[src/rtl/fifo_wr_arbiter.sv]
// fifo_wr_arbiter
//   Round-robin burst arbiter that shares the write port of an async FIFO
//   among NUM_REQ producers. It runs only in the FIFO write-clock domain.
//   A grant lasts for up to BURST_LEN beats. Priority then rotates to the
//   next requester after the last one granted. There is one idle cycle
//   between bursts.
//   Optional feature macro: FIFO_ARB_STATS_EN adds per-requester beat
//   counters, a stall counter, and a synchronous clear input.
module fifo_wr_arbiter #(
   parameter int NUM_REQ    = 4,
   parameter int Data_Width = 8,
   parameter int BURST_LEN  = 4,
   localparam int ID_W      = (NUM_REQ > 1) ? $clog2(NUM_REQ) : 1,
   localparam int CNT_W     = $clog2(BURST_LEN + 1)
) (
   input  logic                          wr_clk,
   input  logic                          wr_rst,
   input  logic [NUM_REQ-1:0]            req_valid,
   input  logic [NUM_REQ*Data_Width-1:0] req_data,
   output logic [NUM_REQ-1:0]            req_ready,
   input  logic                          full,
   output logic                          wr_en,
   output logic [Data_Width-1:0]         data_in,
   output logic [ID_W-1:0]               grant_id,
   output logic                          busy
`ifdef FIFO_ARB_STATS_EN
   ,
   input  logic                          stat_clr,
   output logic [NUM_REQ*16-1:0]         stat_beats,
   output logic [15:0]                   stat_stall
`endif
);

   typedef enum logic {IDLE = 1'b0, BURST = 1'b1} state_t;

   state_t            state_q, state_d;
   logic [ID_W-1:0]   grant_q, grant_d;
   logic [ID_W-1:0]   last_q, last_d;
   logic [CNT_W-1:0]  cnt_q, cnt_d;

   logic                  beat;
   logic                  pick_found;
   logic [ID_W-1:0]       pick_idx;
   logic [ID_W-1:0]       cand_idx;
   logic [Data_Width-1:0] req_data_arr [NUM_REQ];

   // Unpack the flat data bus so the granted lane can be selected by index.
   generate
      for (genvar gi = 0; gi < NUM_REQ; gi++) begin : g_unpack
         assign req_data_arr[gi] = req_data[gi*Data_Width +: Data_Width];
      end
   endgenerate

   // Beat qualification and write-port outputs. Everything is zero unless a
   // beat actually moves, so full can never let a write through.
   always_comb begin
      beat      = (state_q == BURST) && req_valid[grant_q] && !full;
      wr_en     = beat;
      req_ready = '0;
      data_in   = '0;
      if (beat) begin
         req_ready[grant_q] = 1'b1;
         data_in            = req_data_arr[grant_q];
      end
   end

   // Round-robin pick: the first valid requester after last_q, wrapping modulo NUM_REQ.
   always_comb begin
      pick_found = 1'b0;
      pick_idx   = '0;
      cand_idx   = '0;
      for (int i = 1; i <= NUM_REQ; i++) begin
         cand_idx = ID_W'((int'(last_q) + i) % NUM_REQ);
         if (!pick_found && req_valid[cand_idx]) begin
            pick_found = 1'b1;
            pick_idx   = cand_idx;
         end
      end
   end

   // Next-state logic for the IDLE/BURST controller.
   always_comb begin
      state_d = state_q;
      grant_d = grant_q;
      last_d  = last_q;
      cnt_d   = cnt_q;
      case (state_q)
         IDLE: begin
            if (pick_found) begin
               grant_d = pick_idx;
               last_d  = pick_idx;
               cnt_d   = '0;
               state_d = BURST;
            end
         end
         BURST: begin
            if (!req_valid[grant_q]) begin
               // The requester gave up its slot, so the rest of the burst is forfeited.
               state_d = IDLE;
            end else if (beat) begin
               cnt_d = cnt_q + 1'b1;
               if (cnt_q == CNT_W'(BURST_LEN - 1)) begin
                  state_d = IDLE;
               end
            end
            // full with valid asserted: hold everything (stall)
         end
         default: state_d = IDLE;
      endcase
   end

   // Controller registers. last_q starts at NUM_REQ-1 so requester 0 wins first.
   always_ff @(posedge wr_clk or posedge wr_rst) begin
      if (wr_rst) begin
         state_q <= IDLE;
         grant_q <= '0;
         last_q  <= ID_W'(NUM_REQ - 1);
         cnt_q   <= '0;
      end else begin
         state_q <= state_d;
         grant_q <= grant_d;
         last_q  <= last_d;
         cnt_q   <= cnt_d;
      end
   end

   assign grant_id = grant_q;
   assign busy     = (state_q == BURST);

`ifdef FIFO_ARB_STATS_EN
   logic [15:0] stall_q, stall_d;
   logic        stall_cycle;

   assign stall_cycle = (state_q == BURST) && full && req_valid[grant_q];

   generate
      for (genvar gi = 0; gi < NUM_REQ; gi++) begin : g_stats
         logic [15:0] beats_q, beats_d;

         // Saturating per-requester accepted-beat counter. A clear takes priority over an increment.
         always_comb begin
            beats_d = beats_q;
            if (stat_clr) begin
               beats_d = '0;
            end else if (beat && (grant_q == ID_W'(gi)) && (beats_q != 16'hFFFF)) begin
               beats_d = beats_q + 16'd1;
            end
         end

         // Beat counter register.
         always_ff @(posedge wr_clk or posedge wr_rst) begin
            if (wr_rst) begin
               beats_q <= '0;
            end else begin
               beats_q <= beats_d;
            end
         end

         assign stat_beats[gi*16 +: 16] = beats_q;
      end
   endgenerate

   // Saturating stall counter: counts BURST cycles blocked only by full.
   always_comb begin
      stall_d = stall_q;
      if (stat_clr) begin
         stall_d = '0;
      end else if (stall_cycle && (stall_q != 16'hFFFF)) begin
         stall_d = stall_q + 16'd1;
      end
   end

   // Stall counter register.
   always_ff @(posedge wr_clk or posedge wr_rst) begin
      if (wr_rst) begin
         stall_q <= '0;
      end else begin
         stall_q <= stall_d;
      end
   end

   assign stat_stall = stall_q;
`endif

endmodule
[config.mk]
export PLATFORM = sky130hd
export DESIGN_NAME = fifo_wr_arbiter
export DESIGN_NICKNAME = d
export VERILOG_FILES = /design/src/rtl/fifo_wr_arbiter.sv
export SDC_FILE = /design/constraint.sdc
export NUM_CORES = 1
export LEC_CHECK = 0
export ABC_CLOCK_PERIOD_IN_PS = 3000
export CAP_MARGIN = 20
export CORE_ASPECT_RATIO = 0.75
export CORE_MARGIN = 4
export CORE_UTILIZATION = 38
export CTS_CLUSTER_DIAMETER = 100
export DETAILED_ROUTE_END_ITERATION = 12
export PLACE_DENSITY_LB_ADDON = 0.15
export SYNTH_ARGS = -nofsm -noshare
export SYNTH_HDL_FRONTEND = slang
export SYNTH_SLANG_ARGS = --single-unit
[constraint.sdc]
create_clock -name wr_clk -period 3 [get_ports wr_clk]
set_input_delay 0.3 -clock wr_clk [delete_from_list [all_inputs] [get_ports wr_clk]]
set_output_delay 0.3 -clock wr_clk [all_outputs]
set_load 0.01 [all_outputs]
==> impl_metrics.csv <==
group,metric,value,unit
run_status,outcome,"finished, final reports clean",
sta,min_period_over_period,0.814,
detailed_routing,drt-initial-drc-count,14,
sta,setup-tns-final,0,ns
sta,report.final.hold_viol_count,0,
logic_synthesis,ys_types,31,
global_routing,antenna_found_initial,0,
clock_network,cts_tree,"built",
critical_path,critical_path.endpoint_type,"primary output",
logic_synthesis,ys_seq_area_frac,0.252,
critical_path,crit_arrival,2.14,ns
logic_synthesis,synth_flop_cell,"dfrtp_1",
die,row_count,14,
global_routing,grt_max_degree,11,
cells_and_area,syn2layout_area_growth,72.7,%
sta,finClkSkew,0.00216,ns
detailed_routing,ant_nets,0,
cells_and_area,antenna_cells,0,
pwr,p_sw,0.334,mW
sta,setup_viol,0,
clock_network,postCtsHoldBufs,0,
cells_and_area,nets,175,
logic_synthesis,synth_seq_cells,8,
logic_synthesis,syn_area_per_cell,10.4,sq um
logic_synthesis,ys_warn_count,0,
detailed_routing,vias_per_cell,5.10,
critical_path,setup.worst_path.class,"reg2out",
sta,slew_headroom,0.706,
global_routing,grt_pass1_vias,739,
clock_network,post_cts_resized,0,
sta,min_period,2.44,ns
sta,worst_pin_slew,0.437,ns
pwr,leakage,0.581,nW
cells_and_area,drive_gt1_frac,0.152,
critical_path,reg2reg_slack,1.34,ns
critical_path,cp-start-kind,"register",
global_routing,grt_first_pass_wirelength,3310,um
pwr,total_power,0.907,mW
pwr,pwr-share-seq,0.264,
pwr,clkPwrFrac,0.093,
die,io_pins,55,
die,die_w,61.1,um
die,die_area,2920,sq um
detailed_routing,drc_errors,0,
clock_network,clk_pin_slew_worst_paths,0.05,ns
critical_path,crit_fanout,8,
pwr,swShare,0.368,
logic_synthesis,postSynthCellCount,77,
cells_and_area,multi_input_area,543,sq um
detailed_routing,firstDrtPassIters,4,
placed_design,io_buffers,54,
global_routing,overflow,0,
detailed_routing,vias,796,
detailed_routing,wl_per_cell,15.6,um
pwr,comb_power_share,0.643,
sta,finalMaxSlewViolations,0,
sta,rsz0062_at_grt,"false",
global_routing,track_usage,0.156,
cells_and_area,nFillCells,161,
logic_synthesis,synthesis.area,803,sq um
logic_synthesis,synth_nets,118,
critical_path,reg2reg_from,"grant_id[0]",
clock_network,cts.sinks,8,
logic_synthesis,synth_edf_count,0,
logic_synthesis,synth-async-reset-ratio,1.00,
critical_path,r2r_end,"cnt_q[2]",
pwr,peakVddDrop,0.000558,V
pwr,power.density,654,nW/um^2
critical_path,required,2.70,ns
clock_network,cts_root_buffer,"clkbuf_4",
clock_network,postCtsSetupRepairBufs,0,
min_path,hp-class,"in2async",
sta,max_freq,409,MHz
clock_network,cts_buffers,3,
die,core,2010,sq um
clock_network,clock_path_buffers,2,
critical_path,r2r_cells,4,
die,initial_core_util,0.399,
cells_and_area,seq_area,203,sq um
detailed_routing,routed_wirelength,2440,um
placed_design,gp_congestion,0.762,
placed_design,dp_hpwl,2080,um
clock_network,htreeDepth,1,
pwr,p_int,0.573,mW
job,cap_violations,0,
die,die_h,47.8,um
clock_network,clkLatencyLatePin,0.26,ns
worst max-delay path by stage:
stage,depth (start not counted),slack [ns],end,startpoint
2_1_floorplan,3,1.26,data_in[0],grant_id[0]
3_3_place_gp,6,0.61,data_in[0],full
3_5_place_dp,6,0.57,data_in[3],req_valid[1]
4_1_cts,4,0.54,data_in[3],grant_id[0]
5_1_grt,5,0.46,data_in[4],grant_id[0]
6_report,4,0.56,data_in[3],grant_id[0]
area by class of cell:
cell class,count,share of cell area
Timing Repair Buffer,56,0.400
Multi-Input combinational cell,56,0.391
Sequential cell,8,0.146
Inverter,9,0.0243
Tap cell,24,0.0216
Clock buffer,3,0.0162
sequential cells by signal, indices dropped and copies added, names as in the netlist:
| name | flops |
|---|---|
| busy | 1 |
| cnt_q | 3 |
| grant_id | 2 |
| last_q | 2 |
cells in the mapped netlist, types with 2 or more instances:
master / instances / area, sq um
a211o_1: 2 / 17.5
ha_1: 2 / 25.0
nor2b_1: 10 / 62.6
clkbuf_1: 2 / 7.51
and2_1: 2 / 12.5
a21boi_0: 2 / 15.0
mux4_2: 8 / 180
nor2_1: 4 / 15.0
dfrtp_1: 6 / 150
dfstp_2: 2 / 52.6
nand2_1: 3 / 11.3
o21ai_0: 2 / 10.0
mux2i_1: 5 / 50.1
inv_1: 9 / 33.8
a21o_1: 2 / 15.0
critical path, stage by stage (launching register included):
cell and delay, ns:
dfrtp_1 0.48, buf_4 0.26, mux4_2 0.51, nor2b_1 0.14
clkdlybuf4s50_1 0.49
through the flow:
stage                     hold slack [ns]  instances  cell area (sq um)  utilization  setup slack [ns]
after floorplan                     0.114         77                803            -              1.26
after global placement              0.482        153               1370        0.678             0.610
after detailed placement            0.490        153               1370        0.678             0.570
after CTS                           0.299        156               1390        0.689             0.536
after global routing                0.318        156               1390        0.689             0.461
final                               0.290        156               1390        0.689             0.558
placed cells by master (no fill, tap or decap), types with 3 or more instances in the layout:
master           netlist  layout
nand2_1                3       3
mux2i_1                5       5
clkdlybuf4s50_1        0      54
clkbuf_4               0       3
dfrtp_1                6       6
inv_1                  9       9
nor2_1                 4       4
nor2b_1               10      10
mux4_2                 8       8
power groups by stage:
stage                     Sequential [mW]  Clock, mW  Combinational (mW)
after floorplan                     0.214          0               0.388
after global placement              0.236          0               0.580
after detailed placement            0.238          0               0.591
after CTS                           0.238     0.0856               0.592
after global routing                0.247     0.0910               0.633
final                               0.239     0.0843               0.584
routing by layer:
metal	vias to the layer above	global-route usage	routed length [um]
met5	-	0	0
met4	0	0.0130	0
met3	0	0.0512	100
met2	17	0.247	1270
met1	386	0.219	1070
li1	393	-	-
cell families after synthesis:
group	after synthesis	share of synthesized area
and+or+nand+nor	26	0.195
muxes	15	0.319
AOI/OAI and AO/OA	13	0.131
buffers and inverters	13	0.0716
DFF	8	0.252
adders and majority gates	2	0.0311
No activity file was read; power rests on OpenSTA's default activity.
